File: src/rtl/tmds_pkg.sv
// Shared constants, FSM state type and token helper for the TMDS receive decoder.
// Optional error counter in the top is enabled with TMDS_DEC_ERR_CNT_EN.
package tmds_pkg;

   localparam int SYM_W = 10;

   localparam logic [SYM_W-1:0] TMDS_TOK_C00 = 10'b1101010100;
   localparam logic [SYM_W-1:0] TMDS_TOK_C01 = 10'b0010101011;
   localparam logic [SYM_W-1:0] TMDS_TOK_C10 = 10'b0101010100;
   localparam logic [SYM_W-1:0] TMDS_TOK_C11 = 10'b1010101011;

   typedef enum logic [1:0] {
      SEARCH = 2'd0,
      CHECK  = 2'd1,
      LOCKED = 2'd2
   } tmds_dec_state_t;

   function automatic logic tmds_is_tok(input logic [SYM_W-1:0] w);
      return (w == TMDS_TOK_C00) || (w == TMDS_TOK_C01) ||
             (w == TMDS_TOK_C10) || (w == TMDS_TOK_C11);
   endfunction

endpackage

File: src/rtl/tmds_sym_decode.sv
// Combinational decode of one aligned 10-bit TMDS symbol into control or pixel data.
module tmds_sym_decode
   import tmds_pkg::*;
(
   input  logic [SYM_W-1:0] q,
   output logic             is_ctl,
   output logic [1:0]       ctl,
   output logic [7:0]       d
);

   logic [7:0] m_s;

   // Token lookup, then undo the optional inversion and the xor/xnor chain.
   always_comb begin
      is_ctl = 1'b1;
      ctl    = 2'b00;
      case (q)
         TMDS_TOK_C00: ctl = 2'b00;
         TMDS_TOK_C01: ctl = 2'b01;
         TMDS_TOK_C10: ctl = 2'b10;
         TMDS_TOK_C11: ctl = 2'b11;
         default: begin
            is_ctl = 1'b0;
            ctl    = 2'b00;
         end
      endcase

      m_s  = q[9] ? ~q[7:0] : q[7:0];
      d    = 8'h00;
      d[0] = m_s[0];
      for (int i = 1; i < 8; i++) begin
         if (q[8]) begin
            d[i] = m_s[i] ^ m_s[i-1];
         end else begin
            d[i] = ~(m_s[i] ^ m_s[i-1]);
         end
      end
   end

endmodule

File: src/rtl/tmds_decoder.sv
// TMDS receive channel: word alignment from control-token runs, then symbol decode.
// Define TMDS_DEC_ERR_CNT_EN to add the saturating err_cnt alignment-error counter.
module tmds_decoder
   import tmds_pkg::*;
#(
   parameter int LOCK_COUNT = 8,
   parameter int MISS_LIMIT = 4
)(
   input  logic             clk,
   input  logic             rst,
   input  logic [SYM_W-1:0] sym_in,
   output logic [7:0]       data,
   output logic [1:0]       c,
   output logic             de,
   output logic             locked,
   output logic [3:0]       offset
`ifdef TMDS_DEC_ERR_CNT_EN
   ,
   output logic [15:0]      err_cnt
`endif
);

   logic [SYM_W-1:0]   prev_r;
   logic [2*SYM_W-1:0] hist_s;
   logic [SYM_W-1:0]   tok_hit_s;
   logic               tok_any_s;
   logic [3:0]         tok_k_s;
   logic               tok_at_cand_s;
   logic               tok_at_off_s;
   logic               miss_s;

   tmds_dec_state_t    state_r, state_nxt_s;
   logic [3:0]         cand_r, cand_nxt_s;
   logic [3:0]         offset_nxt_s;
   logic [7:0]         run_r, run_nxt_s;
   logic [7:0]         miss_r, miss_nxt_s;

   logic [SYM_W-1:0]   q_sel_s;
   logic [SYM_W-1:0]   q_r;
   logic               vld_r;
   logic               dec_is_ctl_s;
   logic [1:0]         dec_ctl_s;
   logic [7:0]         dec_d_s;

   assign hist_s = {sym_in, prev_r};

   for (genvar k = 0; k < SYM_W; k++) begin : g_scan
      assign tok_hit_s[k] = tmds_is_tok(hist_s[k +: SYM_W]);
   end

   assign tok_any_s     = |tok_hit_s;
   assign tok_at_cand_s = tok_hit_s[cand_r];
   assign tok_at_off_s  = tok_hit_s[offset];

   // Lowest matching offset wins: scan downwards so the last hit kept is the smallest.
   always_comb begin
      tok_k_s = 4'd0;
      for (int k = SYM_W - 1; k >= 0; k--) begin
         if (tok_hit_s[k]) begin
            tok_k_s = 4'(k);
         end else begin
            tok_k_s = tok_k_s;
         end
      end
   end

   // Alignment FSM next-state logic.
   always_comb begin
      state_nxt_s  = state_r;
      cand_nxt_s   = cand_r;
      run_nxt_s    = run_r;
      miss_nxt_s   = miss_r;
      offset_nxt_s = offset;
      miss_s       = 1'b0;
      case (state_r)
         SEARCH: begin
            if (tok_any_s) begin
               cand_nxt_s  = tok_k_s;
               run_nxt_s   = 8'd1;
               state_nxt_s = CHECK;
            end else begin
               run_nxt_s   = 8'd0;
            end
         end
         CHECK: begin
            if (tok_at_cand_s) begin
               if (run_r == 8'(LOCK_COUNT - 1)) begin
                  state_nxt_s  = LOCKED;
                  offset_nxt_s = cand_r;
                  run_nxt_s    = 8'd0;
                  miss_nxt_s   = 8'd0;
               end else begin
                  run_nxt_s    = run_r + 8'd1;
               end
            end else if (tok_any_s) begin
               cand_nxt_s  = tok_k_s;
               run_nxt_s   = 8'd1;
            end else begin
               state_nxt_s = SEARCH;
               run_nxt_s   = 8'd0;
            end
         end
         LOCKED: begin
            miss_s = tok_any_s && !tok_at_off_s;
            if (miss_s) begin
               if (miss_r == 8'(MISS_LIMIT - 1)) begin
                  state_nxt_s = SEARCH;
                  miss_nxt_s  = 8'd0;
               end else begin
                  miss_nxt_s  = miss_r + 8'd1;
               end
            end else begin
               miss_nxt_s = 8'd0;
            end
         end
         default: begin
            state_nxt_s = SEARCH;
            run_nxt_s   = 8'd0;
            miss_nxt_s  = 8'd0;
         end
      endcase
   end

   assign q_sel_s = hist_s[{1'b0, offset_nxt_s} +: SYM_W];

   // Stage 1: history, alignment state, and the word captured for decode.
   always_ff @(posedge clk) begin
      if (rst) begin
         prev_r  <= '0;
         state_r <= SEARCH;
         cand_r  <= 4'd0;
         run_r   <= 8'd0;
         miss_r  <= 8'd0;
         offset  <= 4'd0;
         q_r     <= '0;
         vld_r   <= 1'b0;
      end else begin
         prev_r  <= sym_in;
         state_r <= state_nxt_s;
         cand_r  <= cand_nxt_s;
         run_r   <= run_nxt_s;
         miss_r  <= miss_nxt_s;
         offset  <= offset_nxt_s;
         q_r     <= q_sel_s;
         vld_r   <= (state_nxt_s == LOCKED);
      end
   end

   tmds_sym_decode u_dec (
      .q      (q_r),
      .is_ctl (dec_is_ctl_s),
      .ctl    (dec_ctl_s),
      .d      (dec_d_s)
   );

   // Stage 2: registered outputs; c and data hold whenever they are not refreshed.
   always_ff @(posedge clk) begin
      if (rst) begin
         data   <= 8'h00;
         c      <= 2'b00;
         de     <= 1'b0;
         locked <= 1'b0;
      end else begin
         locked <= vld_r;
         if (vld_r) begin
            if (dec_is_ctl_s) begin
               de <= 1'b0;
               c  <= dec_ctl_s;
            end else begin
               de   <= 1'b1;
               data <= dec_d_s;
            end
         end else begin
            de <= 1'b0;
         end
      end
   end

`ifdef TMDS_DEC_ERR_CNT_EN
   logic        drop_s;
   logic [16:0] err_sum_s;

   assign drop_s    = (state_r == LOCKED) && (state_nxt_s == SEARCH);
   assign err_sum_s = {1'b0, err_cnt} + {16'd0, miss_s} + {16'd0, drop_s};

   // Saturating count of locked misses and lock drops.
   always_ff @(posedge clk) begin
      if (rst) begin
         err_cnt <= 16'h0000;
      end else begin
         err_cnt <= err_sum_s[16] ? 16'hFFFF : err_sum_s[15:0];
      end
   end
`endif

endmodule

File: config.mk
export PLATFORM = sky130hd
export DESIGN_NAME = tmds_decoder
export DESIGN_NICKNAME = d
export VERILOG_FILES = /design/src/rtl/tmds_pkg.sv /design/src/rtl/tmds_sym_decode.sv /design/src/rtl/tmds_decoder.sv
export SDC_FILE = /design/constraint.sdc
export NUM_CORES = 1
export LEC_CHECK = 0
export CAP_MARGIN = 10
export CORE_MARGIN = 1
export CORE_UTILIZATION = 55
export CTS_CLUSTER_SIZE = 25
export DETAILED_ROUTE_END_ITERATION = 7
export DONT_BUFFER_PORTS = 1
export GPL_TIMING_DRIVEN = 0
export PLACE_DENSITY = 0.75
export SETUP_SLACK_MARGIN = 0.02
export SYNTH_ARGS = -nofsm -noshare
export SYNTH_HDL_FRONTEND = slang
export SYNTH_SLANG_ARGS = --single-unit
File: constraint.sdc
create_clock -name clk -period 3.4 [get_ports clk]
set_input_delay 0.34 -clock clk [delete_from_list [all_inputs] [get_ports clk]]
set_output_delay 0.34 -clock clk [all_outputs]
set_load 0.005 [all_outputs]
# Yosys cells after proc, flatten, opt, wreduce, memory -nomap -nowiden
# Index checks and enable logic that the tools add are counted.
[word_totals] ff_bits=59 latch_bits=0 ramBits=0 rom_bits=0 output_inout_bits=16 n_memories=0
[op_classes] n_addsub=2 mul=0 div_mod_pow=0 order_cmp=2 eq_ne=52 shift=1 muxes=47 bitwise_logic=18 reduce_logical=41
[op_table] operator="$eq A10 B10 Y1 const B" n=22
[op_table] operator="$eq A10 B8 Y1 const B" n=11
[op_table] operator="$eq A10 B9 Y1 const B" n=11
[op_table] operator="$mux W4" n=15
[op_table] operator="$mux W8" n=7
[op_table] operator="$pmux W8 S3" n=2
[op_table] operator="$logic_or A1 B1 Y1" n=30
[op_table] operator="$shiftx A20 B5 Y10" n=1
[op_table] operator="$add A8 B1 Y8 const B" n=2
[op_table] operator="$mux W1" n=12
[op_table] operator="$mux W2" n=6
[op_table] operator="$pmux W2 S3" n=2
[op_table] operator="$lt A4 B5 Y1 const B" n=2
[op_table] operator="$not A1 Y1" n=10
[op_table] operator="$reduce_or A10 Y1" n=1
[op_table] operator="$bmux W1 S4" n=2
[op_table] operator="$eq A8 B2 Y1 const B" n=1
[op_table] operator="$eq A8 B3 Y1 const B" n=1
[op_table] operator="$not A8 Y8" n=1
[op_table] operator="$pmux W4 S2" n=1
[op_table] operator="$xor A1 B1 Y1" n=7
[op_table] operator="$ne A2 B2 Y1 const B" n=3
[op_table] operator="$reduce_and A2 Y1" n=3
[op_table] operator="$eq A2 B2 Y1 const B" n=2
[op_table] operator="8 further kinds" n=8

# Depth between registers and ports, before layout
[depth] word_depth=17 mapped_depth=14

# Hierarchy
# From an unflattened synthesis, not the netlist that was laid out.
[unflattened] hier_cells=530 area_unflattened_um2=4276.6
[by_module_without_submodules] module="tmds_decoder" instances=1 cells_each=495 area_each_um2=4000.1 seq_area_each_um2=1181.1
[by_module_without_submodules] module="tmds_sym_decode" instances=1 cells_each=35 area_each_um2=276.5 seq_area_each_um2=0.0

# Least setup slack after synthesis
# No wires, ideal clock.
[synth_timing] path_type="reg2reg" startpoint="register prev_r[6]" endpoint="register q_r[9]" setup_ps=126 arrival_ps=3140 required_time_ps=3274 setup_slack_ps=135 path_stages_with_launch=14 n_path_buf=3 path_cell_list="dfxtp_1 > buf_4 > or3b_4 > or4b_4 > o21ai_4 > o211ai_4 > o311ai_4 > and2_1 > buf_4 > buf_12 > mux2i_1 > nor3_1 > a211oi_1 > o22ai_1"
[synth_between] elab_chain_cells=9 word_cells_on_any_way=54 cone_classes="eq/ne (28); shift (1); mux (4); reduce/logical (21)"
[synth_rtl] element="start, declared" line="tmds_decoder.sv:23" text="logic [SYM_W-1:0] prev_r;"
[synth_rtl] element="start signal, assigned" line="tmds_decoder.sv:138" text="prev_r <= sym_in;"
[synth_rtl] element="$eq A10 B10 Y1 or $eq A10 B8 Y1 (tied branches)" line="tmds_pkg.sv:19" text="return (w == TMDS_TOK_C00) || (w == TMDS_TOK_C01) ||"
[synth_rtl] element="$logic_or A1 B1 Y1 (2 in series)" line="tmds_pkg.sv:19"
[synth_rtl] element="$logic_or A1 B1 Y1" line="tmds_pkg.sv:20" text="(w == TMDS_TOK_C10) || (w == TMDS_TOK_C11);"
[synth_rtl] element="$bmux W1 S4" line="tmds_decoder.sv:52" text="assign tok_at_cand_s = tok_hit_s[cand_r];"
[synth_rtl] element="$mux W1 (implied by the code)" line="tmds_decoder.sv:52"
[synth_rtl] element="$mux W4" line="tmds_decoder.sv:86" text="if (tok_at_cand_s) begin"
[synth_rtl] element="$mux W4" line="tmds_decoder.sv:75" text="case (state_r)"
[synth_rtl] element="$shiftx A20 B5 Y10 (*)" line="tmds_decoder.sv:124" text="assign q_sel_s = hist_s[{1'b0, offset_nxt_s} +: SYM_W];"
[synth_rtl] element="end signal, assigned" line="tmds_decoder.sv:144" text="q_r <= q_sel_s;"
[synth_rtl] element="end, declared" line="tmds_decoder.sv:39" text="logic [SYM_W-1:0] q_r;"
# Mark *: on every way between the ends. The rest lies on a longest branch, timed or not. The select of a mux whose other input is x is not followed.
# A chain may end at the register's enable or synchronous reset.

# Worst setup path in the final report
[layout_timing] startpoint="register prev_r[7]" endpoint="register q_r[3]"
# The elaborated chain is that of the path after synthesis.

==> out/qor.txt <==
leakage power total -> 1.84 nW
core area -> 6830 sq um
CTS max path bufs -> 2
row count -> 30
vias in the first global route -> 3682
relative slew slack -> 0.420
Hold Buf Count CTS -> 0
Synth top area share -> 0.302
reg2reg start -> prev_r[7]
Worst Max-Slew Pin Slew -> 0.869 ns
Setup Skew -> 0.0134 ns
Via density -> 6.59
CTS Root Cell -> clkbuf_8
max cap viols -> 0
final WL -> 12000 microns
Congestion Overflow GR -> 0
Seq pwr share -> 0.472
number of detailed-route iterations in the first pass -> 7
Setup WS post-layout -> -0.117 ns
Hold Crit Start -> sym_in[8]
I/O Pins -> 28
# DRC -> 0
global-route wire length before repair -> 17700 microns
Max Fanout on Critical Path -> 6
gr usage total -> 0.307
Core Util, Final -> 0.712
synthesis-to-layout area growth -> 24.3%
NetSw -> 403 uW
Placer Congestion -> 0.982
Critical path buffers and inverters -> 5
Worst Setup Path Type -> reg2reg
Sw Share -> 0.264
Crit path max-delay family -> simple AND/OR/NAND/NOR gates
TritonCTS clock tree -> built
Routed Antenna Nets -> 0
Worst Setup End Kind -> flop
diodes inserted -> 0
Mapped Nets -> 493
final hold vios -> 0
initial antenna violation count -> 0
Final setup viols -> 9
failing checks -> negative setup slack
Die Wd -> 86.4 microns
worst path required time -> 3.63 ns
maximum vdd drop -> 0.217 mV
Clk pwr share -> 0.427
First DRT Iteration DRCs -> 339
slowest CP cell -> or4b_4
IO Port Bufs -> 0
Final Cell Area -> 4870 sq um
DP Worst Slack -> -0.505 ns
Clk Latency, worst-skew pair -> 0.35 ns
synthesized area -> 3920 sq um
Clock Sinks -> 59
CTS Buf Count -> 9
largest stage delay on the critical path -> 0.57 ns
die area -> 7460 sq um
run status -> finished, violations left
yosys warns -> 0
Period Utilization, post-route -> 1.03
Post-synth EDFFs -> 0
Synth cell types -> 74
Arrival @ worst endpoint -> 3.75 ns
Pwr Density -> 314 nW/um^2
Comb pwr share -> 0.101
asr flop ratio synth -> 0
Die Y -> 86.4 microns
critical-path cell list -> or3b_4 > or4b_4 > o21ai_4 > o211a_1 > a41oi_4 > and2_4 > buf_6 > buf_12 > buf_12 > buf_4 > buf_4 > a21oi_4 > nand2_2 > a31oi_4 > o21ai_2
Mapped Cells -> 479
Tot Pwr -> 1.53 mW
Period minus WS final -> 3.52 ns
Synth Area per Inst -> 8.17 sq um
Seq/Total Area, Yosys -> 0.302
RSZ-0062 raised after global routing -> yes
synth top area cells -> dfxtp_1, mux2i_1, nor2_1
largest net degree at the start of global routing -> 12
routed len/inst -> 19.5 microns
Hold Path Class -> in2reg
nets -> 527
Slew Viols, Final -> 0
area leader, netlist -> dfxtp_1
critical path launch point type -> flop
CTS HTree Levels -> 3
internal cell power -> 1.12 mW
initial core utilization -> 0.573
Setup crit start -> prev_r[7]
count leader, synth -> nor2_1
Cell Area, Placed -> 4040 sq um
top post-synthesis cells by count -> nor2_1, dfxtp_1, nand2_1, mux2i_1, o21ai_0
post-DP HPWL -> 7630 microns
clock-pin slew on the worst setup and hold paths -> 0.07 ns
Vias -> 4045
#FFs+latches synth -> 59
f_max -> 284 MHz
Primary FF master, synth -> dfxtp_1
layout cells sized above 1 -> 0.243
total negative slack -> -0.744 ns
worst paths after layout:
| kind | to | slack (ns) | cells past startpoint |
|---|---|---|---|
| max | q_r[3] | -0.12 | 15 |
| min | prev_r[8] | 0.13 | 1 |
| max reg2reg | q_r[3] | -0.12 | 15 |
| min reg2reg | c[0] | 0.48 | 2 |
logic make-up (layout without fill, tap and decap cells):
kind of cell             Yosys count  after routing  synth area share
multiplexers                      39             39             0.109
AO/OA/AOI/OAI                    107            107             0.208
XOR/XNOR                          20             20            0.0447
adder cells (fa/ha/maj)            2              2           0.00639
AND/OR/NAND/NOR                  211            211             0.277
buffers and inverters             41             80            0.0527
flip-flops                        59             59             0.302
layout by cell type (no fill, tap or decap), drive strengths merged, types with 5 or more instances in the layout:
| master | count |
|---|---|
| buf | 41 |
| a211oi | 16 |
| nor2 | 64 |
| a21oi | 17 |
| nor3b | 6 |
| nor4 | 10 |
| nand2b | 10 |
| o22ai | 5 |
| inv | 15 |
| dfxtp | 59 |
| o21ai | 23 |
| mux2i | 33 |
| nand4 | 7 |
| xor2 | 16 |
| nor3 | 13 |
| nand3 | 10 |
| clkbuf | 18 |
| a31oi | 6 |
| a41oi | 6 |
| and3 | 7 |
| nor2b | 13 |
| nand2 | 44 |
power groups by stage:
stage          registers [mW]  logic [mW]  clock network (mW)
2_1_floorplan           0.728      0.0914                   0
3_3_place_gp            0.733       0.115                   0
3_5_place_dp            0.734       0.117                   0
4_1_cts                 0.719       0.133               0.662
5_1_grt                 0.722       0.163               0.691
6_report                0.721       0.154               0.652
state kept, by name (all words and copies together) (netlist names):
name,flops
prev_r,10
q_r,10
data,8
miss_r,8
run_r,8
cand_r,4
offset,4
c,2
state_r,2
de,1
locked,1
vld_r,1
metal layers:
metal / vias up / GRT usage / wire, microns
met1: 1910 / 0.376 / 4730
met4: 0 / 0.158 / 523
met2: 243 / 0.497 / 5660
li1: 1831 / - / -
met3: 61 / 0.0800 / 1050
met5: - / 0 / 0
through the flow:
step                      std cells  hold slack (ns)
after global routing            614            0.127
after detailed placement        575            0.469
after floorplan                 479            0.453
final                           614            0.132
after CTS                       600            0.122
after global placement          575            0.470
worst register-to-register path: cells and delay by family, from the launching register on:
family	cells	cell delay, ns
and+or+nand+nor	4	1.33
AOI/OAI and AO/OA	6	1.02
buffers and inverters	5	0.70
DFF	1	0.37
cell type report:
cell class	instances	area, sq um
Sequential cell	59	1190
Multi-Input combinational cell	379	2890
Fill cell	499	1970
Timing Repair Buffer	27	233
Tap cell	96	120
Buffer	22	166
Clock buffer	10	138
Inverter	15	56.3
Clock inverter	6	65.1
what timing repair did:
action	CTS	global route
setup endpoints to repair	10	29
cloned	0	1
gates resized for setup	47	45
buffers inserted	9	17
pin swaps	10	21
(Power assumes the default switching activity.)
